[src/rtl/fp_sched_pkg.sv]
`default_nettype none
// +----------------------------------------------------------------------+
// | fp_sched_pkg                                                         |
// | Shared widths, constants and FSM encoding for fp_add_scheduler.      |
// | Revision: 1.0                                                        |
// +----------------------------------------------------------------------+
package fp_sched_pkg;

  localparam int          FP32_W    = 32;
  localparam logic [31:0] FP32_QNAN = 32'h7FC00000;

  localparam logic [2:0] S_IDLE  = 3'd0;
  localparam logic [2:0] S_ISSUE = 3'd1;
  localparam logic [2:0] S_WAIT  = 3'd2;
  localparam logic [2:0] S_DRAIN = 3'd3;
  localparam logic [2:0] S_RESP  = 3'd4;

endpackage
`default_nettype wire

[src/rtl/rr_arbiter.sv]
`default_nettype none
// +----------------------------------------------------------------------+
// | rr_arbiter                                                           |
// | Combinational round-robin grant, searching upward from ptr+1.        |
// | Revision: 1.0                                                        |
// +----------------------------------------------------------------------+
module rr_arbiter #(
  parameter int NUM_REQ = 4,
  parameter int REQ_W   = $clog2(NUM_REQ)
) (
  input  logic [NUM_REQ-1:0] req,
  input  logic [REQ_W-1:0]   ptr,
  output logic [NUM_REQ-1:0] grant,
  output logic [REQ_W-1:0]   grant_idx,
  output logic               any_req
);

  logic [REQ_W-1:0] w_idx;

  always_comb begin
    grant     = '0;
    grant_idx = '0;
    any_req   = 1'b0;
    w_idx     = '0;
    for (int k = 1; k <= NUM_REQ; k++) begin
      w_idx = REQ_W'((int'(ptr) + k) % NUM_REQ);
      if (!any_req && req[w_idx]) begin
        any_req      = 1'b1;
        grant[w_idx] = 1'b1;
        grant_idx    = w_idx;
      end
    end
  end

endmodule
`default_nettype wire

[src/rtl/fp_add_scheduler.sv]
`default_nettype none
// +----------------------------------------------------------------------+
// | fp_add_scheduler                                                     |
// | Shares one FP32 adder core among NUM_REQ requesters, one op at a     |
// | time. Optional watchdog: define FP_ADD_SCHED_WATCHDOG_EN.            |
// | Revision: 1.0                                                        |
// +----------------------------------------------------------------------+
module fp_add_scheduler
  import fp_sched_pkg::*;
#(
  parameter int NUM_REQ        = 4,
  parameter int REQ_W          = 2,
  parameter int TIMEOUT_CYCLES = 64
) (
  input  logic                     clk,
  input  logic                     rst,
  input  logic [NUM_REQ-1:0]       req_valid,
  input  logic [NUM_REQ*32-1:0]    req_a,
  input  logic [NUM_REQ*32-1:0]    req_b,
  output logic [NUM_REQ-1:0]       req_ready,
  output logic [NUM_REQ-1:0]       resp_valid,
  input  logic [NUM_REQ-1:0]       resp_ready,
  output logic [FP32_W-1:0]        resp_z,
  output logic                     resp_err,
  output logic [FP32_W-1:0]        add_a,
  output logic [FP32_W-1:0]        add_b,
  output logic                     add_a_stb,
  output logic                     add_b_stb,
  input  logic                     add_a_ack,
  input  logic                     add_b_ack,
  input  logic [FP32_W-1:0]        add_z,
  input  logic                     add_z_stb,
  output logic                     add_z_ack,
  output logic                     busy
);

  logic [2:0]         r_state;
  logic [REQ_W-1:0]   r_ptr;
  logic [REQ_W-1:0]   r_gnt_idx;
  logic [FP32_W-1:0]  r_a;
  logic [FP32_W-1:0]  r_b;
  logic [FP32_W-1:0]  r_z;
  logic               r_a_seen;
  logic               r_b_seen;

  logic [NUM_REQ-1:0] w_grant;
  logic [REQ_W-1:0]   w_grant_idx;
  logic               w_any;
  logic               w_a_done;
  logic               w_b_done;
  logic               w_z_take;
  logic               w_resp_done;
  logic               w_timeout;
  logic               w_wd_ack;

  rr_arbiter #(
    .NUM_REQ (NUM_REQ),
    .REQ_W   (REQ_W)
  ) u_arb (
    .req       (req_valid),
    .ptr       (r_ptr),
    .grant     (w_grant),
    .grant_idx (w_grant_idx),
    .any_req   (w_any)
  );

  // An operand counts as delivered once its ack coincides with its own strobe.
  assign w_a_done    = r_a_seen | (add_a_stb & add_a_ack);
  assign w_b_done    = r_b_seen | (add_b_stb & add_b_ack);
  assign w_z_take    = (r_state == S_WAIT) & add_z_stb;
  assign w_resp_done = (r_state == S_RESP) & resp_ready[r_gnt_idx];

`ifdef FP_ADD_SCHED_WATCHDOG_EN
  localparam int WD_W = $clog2(TIMEOUT_CYCLES + 1);

  logic [WD_W-1:0] r_wd_cnt;
  logic            r_wd_ack;
  logic            r_err;

  assign w_timeout = ((r_state == S_ISSUE) || (r_state == S_WAIT)) && !w_z_take &&
                     (r_wd_cnt == WD_W'(TIMEOUT_CYCLES - 1));
  assign w_wd_ack  = r_wd_ack;
  assign resp_err  = r_err;

  always_ff @(posedge clk or posedge rst) begin
    if (rst) begin
      r_wd_cnt <= '0;
      r_wd_ack <= 1'b0;
      r_err    <= 1'b0;
    end else begin
      r_wd_ack <= w_timeout;
      if ((r_state == S_ISSUE) || (r_state == S_WAIT))
        r_wd_cnt <= r_wd_cnt + 1'b1;
      else
        r_wd_cnt <= '0;
      if (w_timeout)
        r_err <= 1'b1;
      else if (w_resp_done)
        r_err <= 1'b0;
    end
  end
`else
  assign w_timeout = 1'b0;
  assign w_wd_ack  = 1'b0;
  assign resp_err  = 1'b0;
`endif

  always_ff @(posedge clk or posedge rst) begin
    if (rst) begin
      r_state   <= S_IDLE;
      r_ptr     <= REQ_W'(NUM_REQ - 1);
      r_gnt_idx <= '0;
      r_a       <= '0;
      r_b       <= '0;
      r_z       <= '0;
      r_a_seen  <= 1'b0;
      r_b_seen  <= 1'b0;
    end else begin
      case (r_state)
        S_IDLE: begin
          if (w_any) begin
            r_a       <= req_a[{w_grant_idx, 5'd0} +: FP32_W];
            r_b       <= req_b[{w_grant_idx, 5'd0} +: FP32_W];
            r_gnt_idx <= w_grant_idx;
            r_ptr     <= w_grant_idx;
            r_state   <= S_ISSUE;
          end
        end
        S_ISSUE: begin
          if (w_timeout) begin
            r_z      <= FP32_QNAN;
            r_a_seen <= 1'b0;
            r_b_seen <= 1'b0;
            r_state  <= S_RESP;
          end else if (w_a_done && w_b_done) begin
            r_a_seen <= 1'b0;
            r_b_seen <= 1'b0;
            r_state  <= S_WAIT;
          end else begin
            r_a_seen <= w_a_done;
            r_b_seen <= w_b_done;
          end
        end
        S_WAIT: begin
          if (w_z_take) begin
            r_z     <= add_z;
            r_state <= S_DRAIN;
          end else if (w_timeout) begin
            r_z     <= FP32_QNAN;
            r_state <= S_RESP;
          end
        end
        // Hold off the response until the core has dropped its result strobe.
        S_DRAIN: begin
          if (!add_z_stb)
            r_state <= S_RESP;
        end
        S_RESP: begin
          if (w_resp_done)
            r_state <= S_IDLE;
        end
        default: r_state <= S_IDLE;
      endcase
    end
  end

  assign req_ready  = ((r_state == S_IDLE) && !rst) ? w_grant : '0;
  assign resp_valid = (r_state == S_RESP) ? (NUM_REQ'(1) << r_gnt_idx) : '0;
  assign resp_z     = r_z;
  assign add_a      = r_a;
  assign add_b      = r_b;
  assign add_a_stb  = (r_state == S_ISSUE) && !r_a_seen;
  assign add_b_stb  = (r_state == S_ISSUE) && !r_b_seen;
  assign add_z_ack  = w_z_take | w_wd_ack;
  assign busy       = (r_state != S_IDLE);

endmodule
`default_nettype wire

[config.mk]
export PLATFORM = sky130hd
export DESIGN_NAME = fp_add_scheduler
export DESIGN_NICKNAME = d
export VERILOG_FILES = /design/src/rtl/fp_sched_pkg.sv /design/src/rtl/rr_arbiter.sv /design/src/rtl/fp_add_scheduler.sv
export SDC_FILE = /design/constraint.sdc
export NUM_CORES = 1
export LEC_CHECK = 0
export BUFFER_PORTS_ARGS = -buffer_cell sky130_fd_sc_hd__buf_2
export CAP_MARGIN = 15
export CORE_AREA = 2 2 159 161
export CTS_CLUSTER_DIAMETER = 100
export CTS_CLUSTER_SIZE = 24
export DETAILED_ROUTE_END_ITERATION = 8
export DIE_AREA = 0 0 161 163
export PLACE_DENSITY = 0.51
export SLEW_MARGIN = 20
export SYNTH_ARGS = -nofsm -noshare
export SYNTH_HDL_FRONTEND = slang
export SYNTH_SLANG_ARGS = --single-unit
[constraint.sdc]
create_clock -name clk -period 5.8 [get_ports clk]
set_input_delay 0.58 -clock clk [delete_from_list [all_inputs] [get_ports clk]]
set_output_delay 0.58 -clock clk [all_outputs]
set_load 0.005 [all_outputs]
Word level (Yosys, flattened, before mapping) --
Cells that the tools add are included.
Storage, ports and cells: output and inout bits 109, word-level logic and storage cells 104, flip-flop bits (word level) 105
Cells by class: reductions and logical operators 22, $lt $le $gt $ge 9, shift operators 3, mux-type cells 40, $add $sub $neg 4, equality and inequality tests 9, bitwise logic cells 9
Operators with widths (count):
- indexed part select 128 x 8 -> 32 bit | 2
- 2-to-1 mux 4 bit | 6
- less-than comparator 2 x 3 -> 1 bit (second input constant) | 5
- 2-to-1 mux 1 bit | 15
- 2-to-1 mux 3 bit | 5
- case mux 3 bit (5 select lines) | 1
- OR 4 bit | 3
- logical AND 1 bit | 11
- binary-select mux 1 bit (select 2 bit) | 5
- demux 1 bit (select 2 bit) | 4
- >= comparator 2 x 1 -> 1 bit (second input constant) | 4
- 2-to-1 mux 2 bit | 4
- inequality test 2 bit (second input constant) | 4
- == test 3 x 2 -> 1 bit (second input constant) | 2
- zero test 1 bit | 6
- AND reduction 5 bit | 1
- adder 2 x 1 -> 2 bit (second input constant) | 2
- adder 2 bit (second input constant) | 2
- AND 1 bit | 4
- AND reduction 2 bit | 2
- left shift 1 x 2 -> 4 bit (first input constant) | 1
- == test 3 x 1 -> 1 bit (second input constant) | 1
- == test 3 bit (second input constant) | 1
- zero test 3 bit | 1
- 3 further kinds | 4

Logic depth before layout (Yosys ltp) --
Gate-level depths: netlist of run 1.
word-level depth 15, mapped depth 13, gate-level depth less buffers 8

By module --
From an unflattened synthesis of run 1, not the netlist that was laid out.
Second synthesis, totals: cell total of the unflattened synthesis 428, area total of the unflattened synthesis 6327.3 um2
By module, submodules not included:
- fp_add_scheduler | cells each 342, times used 1, area an instance 5698.0 um2
- rr_arbiter | cells each 86, times used 1, area an instance 629.4 um2

Least setup slack after synthesis of run 1 --
OpenSTA, ideal clock, no wires.
path kind input-to-output, start point input rst, end point output req_ready[0], required time 5.220 ns, cell stages on the path 3, data arrival time 3.355 ns, slack 1.865 ns, path buffers 0, path through inv_1 > nand2_1 > nor2_1
Between the ends: longest elaborated chain between the ends 3
RTL lines:
- start: declaration | RTL line fp_add_scheduler.sv:16 | input logic rst,
- zero test 1 bit | RTL line fp_add_scheduler.sv:167 | assign req_ready = ((r_state == S_IDLE) && !rst) ? w_grant : '0;
- logical AND 1 bit | RTL line fp_add_scheduler.sv:167
- 2-to-1 mux 4 bit | RTL line fp_add_scheduler.sv:167
- end: declaration | RTL line fp_add_scheduler.sv:20 | output logic [NUM_REQ-1:0] req_ready,
No other way between the ends.

Worst setup path after layout of run 1 --
start point register r_ptr[0], end point register r_a[15], in the netlist add_a[15]
Between the ends: longest elaborated chain between the ends 14
RTL lines:
- start: declaration | RTL line fp_add_scheduler.sv:38 | logic [REQ_W-1:0] r_ptr;
- start signal: assignment | RTL line fp_add_scheduler.sv:111 | r_ptr <= REQ_W'(NUM_REQ - 1);
- start signal: assignment | RTL line fp_add_scheduler.sv:125 | r_ptr <= w_grant_idx;
- adder 2 x 1 -> 2 bit | RTL line rr_arbiter.sv:26 | w_idx = REQ_W'((int'(ptr) + k) % NUM_REQ);
- binary-select mux 1 bit (select 2 bit) | RTL line rr_arbiter.sv:27 | if (!any_req && req[w_idx]) begin
- 2-to-1 mux 1 bit (implied by the code) | RTL line rr_arbiter.sv:27
- 2-to-1 mux 1 bit | RTL line rr_arbiter.sv:27
- zero test 1 bit | RTL line rr_arbiter.sv:27
- logical AND 1 bit | RTL line rr_arbiter.sv:27
- 2-to-1 mux 1 bit | RTL line rr_arbiter.sv:27
- zero test 1 bit | RTL line rr_arbiter.sv:27
- logical AND 1 bit | RTL line rr_arbiter.sv:27
- 2-to-1 mux 1 bit | RTL line rr_arbiter.sv:27
- zero test 1 bit | RTL line rr_arbiter.sv:27
- logical AND 1 bit | RTL line rr_arbiter.sv:27
- 2-to-1 mux 2 bit or 2-to-1 mux 1 bit (tied branches) | RTL line rr_arbiter.sv:27
- indexed part select 128 x 8 -> 32 bit or AND reduction 2 bit (tied branches)
- end signal: assignment | RTL line fp_add_scheduler.sv:122 | r_a <= req_a[{w_grant_idx, 5'd0} +: FP32_W];
- end: declaration | RTL line fp_add_scheduler.sv:40 | logic [FP32_W-1:0] r_a;
Several ways; a longest one is shown, not always the timed one. The select of a mux whose other input is x is not followed. A chain may end at the register's enable or synchronous reset.

==> results.cfg, run 1 <==
[clock_network]
cts_hold_buf = 0
root_buffer = clkbuf_16
postCtsSetupBuffers = 0
clk_latency_ns = 0.37
cts_tree = done
cts.sinks = 105
clock_path_buffers = 2
cts_buffers = 9
cts.clk_slew.worst_paths_ns = 0.08
postCtsResizedCells = 0
htree_num_levels = 3

[routing]
wl_um = 21880
drc = 0
viasPerCell = 4.667
ant_nets = 0
drt_iter0_drc = 273
vias = 5890
routedWlPerCell_um = 17.34
first_pass_iters = 4

[pwr]
power.density_nw_per_um2 = 601.0
peakVddDrop_v = 0.0003421
p_leak_uw = 0.004666

[job]
maxCapViolations = 0

[layout]
insertedDiodeCount = 0
syn2layout_area_growth_pct = 43.57
regArea_um2 = 2630
drive_above_1_share = 0.5204
fill_cells = 2574
nets = 1236
final_cells = 1262
multiInputGateArea_um2 = 3187

[timing]
rsz0062_at_grt = no
tightest_slew_ns = 0.8322
report.final.slew_viol_count = 0
relSlewSlack = 0.4409
hold_slack_ns = 0.3102
skew_ns = 0.01752
timing.fmax_ghz = 0.2328
fin_crit_ns = 4.296
setup-violations-final = 0
hold_viol = 0
period_share = 0.7406
tns_ns = 0

[floorplanning]
initial_core_util = 0.2458
fp-row-count = 58
io_pins = 410
die_h_um = 163
die_area_um2 = 26240
core_um2 = 24670
fp.dieW_um = 161

[grt]
grt_overflow = 0
antenna_found_initial = 0
grt_pass1_wl_um = 32910
grt_max_degree = 69
grtUsageTotal = 0.1606
grt_pass1_vias = 5895

[yosys]
syn_inst = 541
syn_area_um2 = 6065
synth_top_cell_area_share = 0.4250
synth_seq_cells = 105
async_flop_share = 1.000
postSynthAreaPerCell_um2 = 11.21
ys.flop_type = dfrtp_1
synthTopCellsByArea = dfrtp_1, mux2i_1, o221ai_1
synth_edf_count = 0
yosys_warnings = 0
ys_types = 42
synth_most_common_cell = mux2i_1
syn-num-nets = 850
synthTopCellsByCount = mux2i_1, dfrtp_1, nand2_1, o221ai_1, mux2_2
ys_seq_area_frac = 0.4337
synth_top_cell_by_area = dfrtp_1

[placement]
dp.cells = 1246
portBuffers = 408
place_congestion = 0.8272
dp_hpwl_um = 16710

[run_status]
status = complete, no violations

[critical_path]
critPathMaxFanout = 41
critical_path_required_ns = 6.00
ff2ff_setup_slack_ns = 1.50
worst_setup_path_end_kind = flip-flop
crit_arrival_ns = 4.50
critical_path_class = reg2reg
r2r_start = r_ptr[0]
startpoint = r_ptr[0]
r2r_cells = 8
start_kind = flip-flop
r2r_end = add_a[15]

[worst_hold_path]
min_path_type = in2async
## final cells by class
cell class	count	area share
Multi-Input combinational cell	387	0.3660
Sequential cell	105	0.3021
Timing Repair Buffer	417	0.2452
Tap cell	330	0.04742
Clock buffer	9	0.02587
Clock inverter	7	0.01020
Inverter	7	0.003305
## report_power, final
group,leakage (µW),internal (µW),switching [µW],total (µW)
clock,0.000152,312,341,653
sequential,0.00128,1130,227,1360
combinational,0.00323,1490,1730,3220
total,0.00467,2930,2300,5230
## layout by cell type, fill, tap and decap left out, drive strengths merged, types with 5 or more instances in the layout
cell	count
inv	10
ha	8
nor2	22
buf	417
nand2	72
mux2i	129
mux4	5
clkbuf	9
a21oi	7
mux2	34
o221ai	65
dfrtp	103
## per-stage QoR
step                setup WS (ns)  cell area [µm²]  total power, µW    util
floorplan                   1.865             6065             3667       -
global placement            1.533             8393             4604  0.3402
detailed placement          1.493             8393             4653  0.3402
CTS                         1.493             8707             5321  0.3529
global route                1.245             8707             5653  0.3529
finish                      1.504             8707             5233  0.3529
## per-layer routing
metal	vias to the layer above	wire length, µm	share of wire	global-route usage
met5	-	0	0	0
met2	258	11180	0.51	0.2852
li1	2808	-	-	-
met1	2808	8945	0.41	0.1984
met4	0	284	0.013	0.04627
met3	16	1468	0.067	0.03056
## cells by family (layout without fill, tap and decap cells)
group | after synthesis | in the layout | synth area share
muxes | 168 | 168 | 0.2946
and+or+nand+nor | 113 | 113 | 0.07985
DFF | 105 | 105 | 0.4337
AOI/OAI and AO/OA | 95 | 95 | 0.1283
buffers and inverters | 49 | 440 | 0.04353
adders and majority gates | 8 | 8 | 0.01651
xor gates and xnor gates | 2 | 2 | 0.002889
other | 1 | 1 | 0.0006183
## registers in the layout, summed over array words and instances, names as in the netlist
signal,count
add_a,32
r_state,3
resp_z,32
r_ptr,2
r_a_seen,1
add_b,32
r_gnt_idx,2
r_b_seen,1
## critical path, stage by stage (launching register included)
cell      delay [ns]
dfstp_2         0.79
inv_1           0.23
ha_1            0.46
mux4_2          0.69
or4_4           0.56
nand2_2         0.09
or2_2           0.48
buf_4           0.53
o221ai_1        0.22
## worst max path at each step
stage,to,slack [ns],cells past startpoint
2_1_floorplan,req_ready[0],1.87,3
3_3_place_gp,add_b[25],1.53,9
3_5_place_dp,add_b[25],1.49,9
4_1_cts,add_b[25],1.49,9
5_1_grt,add_b[24],1.24,8
6_report,add_a[15],1.50,8
No activity file was read; power rests on OpenSTA's default activity.
==> run 2, diff against run 1 <==
--- a/config.mk
+++ b/config.mk
@@ -5,6 +5,7 @@
 export SDC_FILE = /design/constraint.sdc
 export NUM_CORES = 1
 export LEC_CHECK = 0
+export ABC_AREA = 1
 export BUFFER_PORTS_ARGS = -buffer_cell sky130_fd_sc_hd__buf_2
 export CAP_MARGIN = 15
 export CORE_AREA = 2 2 159 161
@@ -12,7 +13,7 @@
 export CTS_CLUSTER_SIZE = 24
 export DETAILED_ROUTE_END_ITERATION = 8
 export DIE_AREA = 0 0 161 163
-export PLACE_DENSITY = 0.51
+export PLACE_DENSITY = 0.58
 export SLEW_MARGIN = 20
 export SYNTH_ARGS = -nofsm -noshare
 export SYNTH_HDL_FRONTEND = slang
==> constraint.sdc (replaced) <==
create_clock -name clk -period 4.35 [get_ports clk]
set_input_delay 0.435 -clock clk [delete_from_list [all_inputs] [get_ports clk]]
set_output_delay 0.435 -clock clk [all_outputs]
set_load 0.005 [all_outputs]
==> run 2 against run 1 <==
Net effect: cell count rose by 51%; sequential power grew 30%; critical endpoint is now add_a[11]; clock power increased by 40%; total power rose by 78%; sequential share of layout area fell by 4.5 points; clock skew shrank 0.0060 ns.
==> results.cfg, run 2 <==
[placement]
portBuffers = 408
dp_hpwl_um = 21020
dp.cells = 1889
dpl_cell_area_um2 = 9877
place_congestion = 0.8950

[timing]
report.final.slew_viol_count = 0
tns_ns = 0
setup-violations-final = 0
rsz0062_at_grt = no
hold_viol = 0
tightest_slew_ns = 0.9358
timing.fmax_ghz = 0.3057
period_share = 0.7519
skew_ns = 0.01155
fin_crit_ns = 3.271
relSlewSlack = 0.3755

[yosys]
ys.flop_type = dfrtp_1
synthTopCellsByCount = nand2_1, inv_1, nand3_1, dfrtp_1, nand4_1
syn_area_um2 = 7652
synth_top_cell_by_area = dfrtp_1
synth_most_common_cell = nand2_1
yosys_warnings = 0
syn-num-nets = 1519
synth_top_cell_area_share = 0.3368
postSynthAreaPerCell_um2 = 6.324
ys_types = 35
synth_edf_count = 0
syn_inst = 1210
ys_seq_area_frac = 0.3437
synth_seq_cells = 105
synthTopCellsByArea = dfrtp_1, nand2_1, inv_1
async_flop_share = 1.000

[routing]
routedWlPerCell_um = 14.60
drt_iter0_drc = 466
first_pass_iters = 5
ant_nets = 0
viasPerCell = 4.613
vias = 8801
wl_um = 27860
drc = 0

[clock_network]
cts.sinks = 105
clock_path_buffers = 2
htree_num_levels = 3
cts.clk_slew.worst_paths_ns = 0.08
clk_latency_ns = 0.35
postCtsResizedCells = 0
cts_buffers = 9
cts_hold_buf = 0
root_buffer = clkbuf_16
postCtsSetupBuffers = 0
cts_tree = done

[critical_path]
cp_num_buf_inv = 3
start_kind = flip-flop
critPathMaxFanout = 71
critical_path_required_ns = 4.60
crit_path_cell_trace = inv_4, ha_1, inv_1, nand3_1, nand2_1, a21oi_1, nand2_2, buf_4, nand4_1, nand3_1, nand2_1, nand2_1, nand2_1
worst_setup_path_end_kind = flip-flop
critical_path_class = reg2reg
cpPeakStageDelay_ns = 0.68
crit_arrival_ns = 3.52
r2r_start = r_ptr[0]
r2r_cells = 13
crit_top_cell = nand2_1
ff2ff_setup_slack_ns = 1.08
r2r_end = add_a[11]
cp_slowest_cell = dfstp_2
crit_family = simple AND/OR/NAND/NOR gates

[floorplanning]
die_area_um2 = 26240
initial_core_util = 0.3101
io_pins = 410
fp.dieW_um = 161
fp-row-count = 58
core_um2 = 24670
die_h_um = 163

[pwr]
power.density_nw_per_um2 = 907.5
peakVddDrop_v = 0.0007169
p_leak_uw = 0.006411

[layout]
final_cell_mix = nand2_1, buf_2, inv_1
design_area_um2 = 10240
nets = 1880
layout_commonest_cell = nand2_1
final_cells = 1908
drive_above_1_share = 0.3242
syn2layout_area_growth_pct = 33.78

[grt]
grt_overflow = 0
antenna_found_initial = 1
grtUsageTotal = 0.2058
grt_pass1_vias = 8313
grt_max_degree = 79
grt_pass1_wl_um = 43110

[worst_hold_path]
min_path_type = in2async

[run_status]
status = complete, no violations

[job]
maxCapViolations = 0
## run 2: cell families after synthesis
| group | synth area share |
|---|---|
| and+or+nand+nor | 0.4550 |
| adders and majority gates | 0.01308 |
| DFF | 0.3437 |
| buffers and inverters | 0.1625 |
| other | 0.0004900 |
| AOI/OAI and AO/OA | 0.02518 |
## run 2: how the worst max path moves through the flow
stage	from	to	slack, ns	depth (start not counted)
after floorplan	rst	add_a[0]	1.16	1
after global placement	r_ptr[0]	add_a[25]	1.11	12
after detailed placement	r_ptr[0]	add_a[25]	1.04	12
after CTS	r_ptr[0]	add_a[3]	1.01	12
after global routing	r_ptr[0]	req_ready[0]	0.84	13
final	r_ptr[0]	add_a[11]	1.08	13
## run 2: through the flow
stage          utilization  hold WS [ns]  worst slack [ns]  total power [µW]
2_1_floorplan            -        0.4654             1.158              6646
3_3_place_gp        0.4003        0.4590             1.109              8311
3_5_place_dp        0.4003        0.4610             1.039              8345
4_1_cts             0.4135        0.2565             1.009              9292
5_1_grt             0.4148        0.2718            0.8375             10340
6_report            0.4149        0.2251             1.079              9290
## run 2: metal layers
metal	up-vias	part of all wire	wire [µm]	track usage
li1	4431	-	-	-
met4	0	0.026	721	0.07508
met3	44	0.076	2106	0.04762
met1	3957	0.41	11460	0.2494
met2	369	0.49	13570	0.3574
met5	-	0	0	0
## run 2: cell type report
class,instances,area (µm²)
Antenna cell,2,5.005
Clock buffer,9,225.2
Clock inverter,7,100.1
Fill cell,2698,14440
Inverter,234,885.9
Multi-Input combinational cell,799,3786
Sequential cell,105,2630
Tap cell,330,412.9
Timing Repair Buffer,422,2192
## run 2: report_power, final
group          leakage, µW  internal, µW  switching [µW]
Sequential         0.00130          1490             280
Clock             0.000154           511             403
Combinational      0.00496          2390            4220
Total              0.00641          4390            4900
## run 2: worst reg2reg max path, delay by kind of cell, from the launching register on
family / cells / cell delay, ns
adder cells (fa/ha/maj): 1 / 0.40
flip-flops: 1 / 0.68
AO/OA/AOI/OAI: 1 / 0.11
buffers and inverters: 3 / 0.86
AND/OR/NAND/NOR: 8 / 1.10
==> run 3, diff against run 2 <==
--- a/config.mk
+++ b/config.mk
@@ -5,7 +5,7 @@
 export SDC_FILE = /design/constraint.sdc
 export NUM_CORES = 1
 export LEC_CHECK = 0
-export ABC_AREA = 1
+export ABC_AREA = 0
 export BUFFER_PORTS_ARGS = -buffer_cell sky130_fd_sc_hd__buf_2
 export CAP_MARGIN = 15
 export CORE_AREA = 2 2 159 161
@@ -13,7 +13,7 @@
 export CTS_CLUSTER_SIZE = 24
 export DETAILED_ROUTE_END_ITERATION = 8
 export DIE_AREA = 0 0 161 163
-export PLACE_DENSITY = 0.58
+export PLACE_DENSITY = 0.53
 export SLEW_MARGIN = 20
 export SYNTH_ARGS = -nofsm -noshare
 export SYNTH_HDL_FRONTEND = slang
==> constraint.sdc (replaced) <==
create_clock -name clk -period 2.9 [get_ports clk]
set_input_delay 0.29 -clock clk [delete_from_list [all_inputs] [get_ports clk]]
set_output_delay 0.29 -clock clk [all_outputs]
set_load 0.005 [all_outputs]
==> run 3 against run 2 <==
Net effect: the run now ends with negative setup slack left; highest routed layer is now met5; cell count fell by 31%; largest power group unchanged; worst setup slack got worse by 1.2 ns; total power rose by 38%; combinational power rose by 34%; sequential power rose by 51%; non-clock buffer count rose by 53; clock-buffer cell count rose by 1; die area did not move; global-route usage fell by 3.0 points; via count fell by 30%.
==> results.cfg, run 3 (synthesis results as in run 1) <==
[critical_path]
cp_num_buf_inv = 4
cp_slowest_cell = dfstp_2
critical_path_required_ns = 3.11
critPathMaxFanout = 16
crit_arrival_ns = 3.19
cpPeakStageDelay_ns = 0.55
crit_family = simple AND/OR/NAND/NOR gates
start_kind = flip-flop
crit_cells = 10
crit_path_cell_trace = clkinvlp_4, ha_4, mux4_2, buf_6, or4_4, nand2_4, or2_4, buf_12, buf_12, o221ai_1
crit_top_cell = buf_12
critical_path_class = reg2reg
worst_setup_path_end_kind = flip-flop
r2r_cells = 10

[timing]
tightest_slew_ns = 0.7282
tns_ns = -2.235
report.final.slew_viol_count = 0
relSlewSlack = 0.5145
hold_viol = 0
hold_slack_ns = 0.1573
timing.fmax_ghz = 0.3361
fin_ws_ns = -0.07544
setup-violations-final = 58
period_share = 1.026
skew_ns = 0.01632
fin_crit_ns = 2.975
rsz0062_at_grt = yes

[pwr]
p_sw_uw = 5322
p_leak_uw = 0.005070
peakVddDrop_v = 0.0006155
p_seq_frac = 0.210
swShare = 0.4161
p_comb_frac = 0.695
power.internal_uw = 7466
power.density_nw_per_um2 = 1331
power_uw = 12790
clkPwrFrac = 0.095

[routing]
routedWlPerCell_um = 18.63
drc = 0
viasPerCell = 4.677
vias = 6188
drt_iter0_drc = 303
ant_nets = 0
first_pass_iters = 4
wl_um = 24650

[clock_network]
clock_path_buffers = 2
cts.sinks = 105
cts_hold_buf = 0
cts_buffers = 9
root_buffer = clkbuf_16
cts_tree = done
clk_latency_ns = 0.36
cts.clk_slew.worst_paths_ns = 0.08
htree_num_levels = 3

[layout]
drive_above_1_share = 0.5707
syn2layout_area_growth_pct = 58.41
design_area_um2 = 9607
nets = 1294
layout_commonest_cell = buf_2
fill_cells = 2511
final_cell_mix = buf_2, mux2i_1, dfrtp_1

[placement]
dp_hpwl_um = 17860
portBuffers = 408
place_congestion = 0.8108
pre_cts_slack_ns = -0.1096
dpl_cell_area_um2 = 8852

[worst_hold_path]
whs_path_depth = 2
min_path_type = in2reg

[job]
maxCapViolations = 0

[floorplanning]
fp-row-count = 58
die_area_um2 = 26240
die_h_um = 163
core_um2 = 24670
fp.dieW_um = 161
initial_core_util = 0.2458
io_pins = 410

[grt]
antenna_found_initial = 4
grt_max_degree = 56
grt_overflow = 0
grt_pass1_wl_um = 35200
grt_pass1_vias = 6203
grtUsageTotal = 0.1755

[run_status]
failed_checks = negative setup slack
status = complete, but fails checks
[run 3: layout make-up]
cell class	instances	area, µm²	share of cell area
antenna	3	7.507	0.0007815
clock buffer	10	229.0	0.02383
clock inverter	6	50.05	0.005210
inverter	7	33.78	0.003517
multi-input combinational	387	3359	0.3497
sequential	105	2630	0.2738
tap	330	412.9	0.04298
timing repair buffer	475	2884	0.3002
[run 3: what timing repair did]
action | 4_1_cts | 5_1_grt
pin swaps | 4 | 2
setup endpoints to repair | 7 | 71
cloned | 4 | 4
resized for setup | 20 | 8
buffers inserted | 12 | 2
[run 3: path summary, 6_finish.rpt]
path | startpoint | end | slack (ns)
hold reg to reg | add_b[2] | add_b[2] | 0.48
setup reg to reg | r_ptr[0] | add_a[14] | -0.08
hold / removal | add_z[9] | resp_z[9] | 0.16
max in group asynchronous | rst | add_b[19] | 2.20
min in group asynchronous | rst | add_b[24] | 0.17
setup / recovery | r_ptr[0] | add_a[14] | -0.08
[run 3: power by group through the flow]
stage                     Combinational [µW]  Sequential [µW]  Clock (µW)
after detailed placement                7800             2690           0
after floorplan                         4840             2720           0
after global routing                    9630             2780        1330
after global placement                  7690             2700           0
after CTS                               8600             2690        1270
final                                   8890             2680        1220
[run 3: worst register-to-register path, delay by kind of cell, from the launching register on]
family | cells | cell delay, ns
buffers and inverters | 4 | 0.56
and+or+nand+nor | 3 | 0.77
adders and majority gates | 1 | 0.28
muxes | 1 | 0.54
DFF | 1 | 0.55
AOI/OAI and AO/OA | 1 | 0.15
[run 3: stage by stage]
| step | instances | utilization |
|---|---|---|
| global route | 1322 | 0.3892 |
| CTS | 1314 | 0.3826 |
| global placement | 1283 | 0.3588 |
| finish | 1323 | 0.3894 |
| detailed placement | 1283 | 0.3588 |
| floorplan | 541 | - |
[run 3: per-layer routing]
| layer | wire length (µm) | track usage |
|---|---|---|
| met3 | 2287 | 0.05959 |
| met4 | 611 | 0.06899 |
| met5 | 7 | 0 |
| met1 | 9937 | 0.2075 |
| met2 | 11810 | 0.2944 |
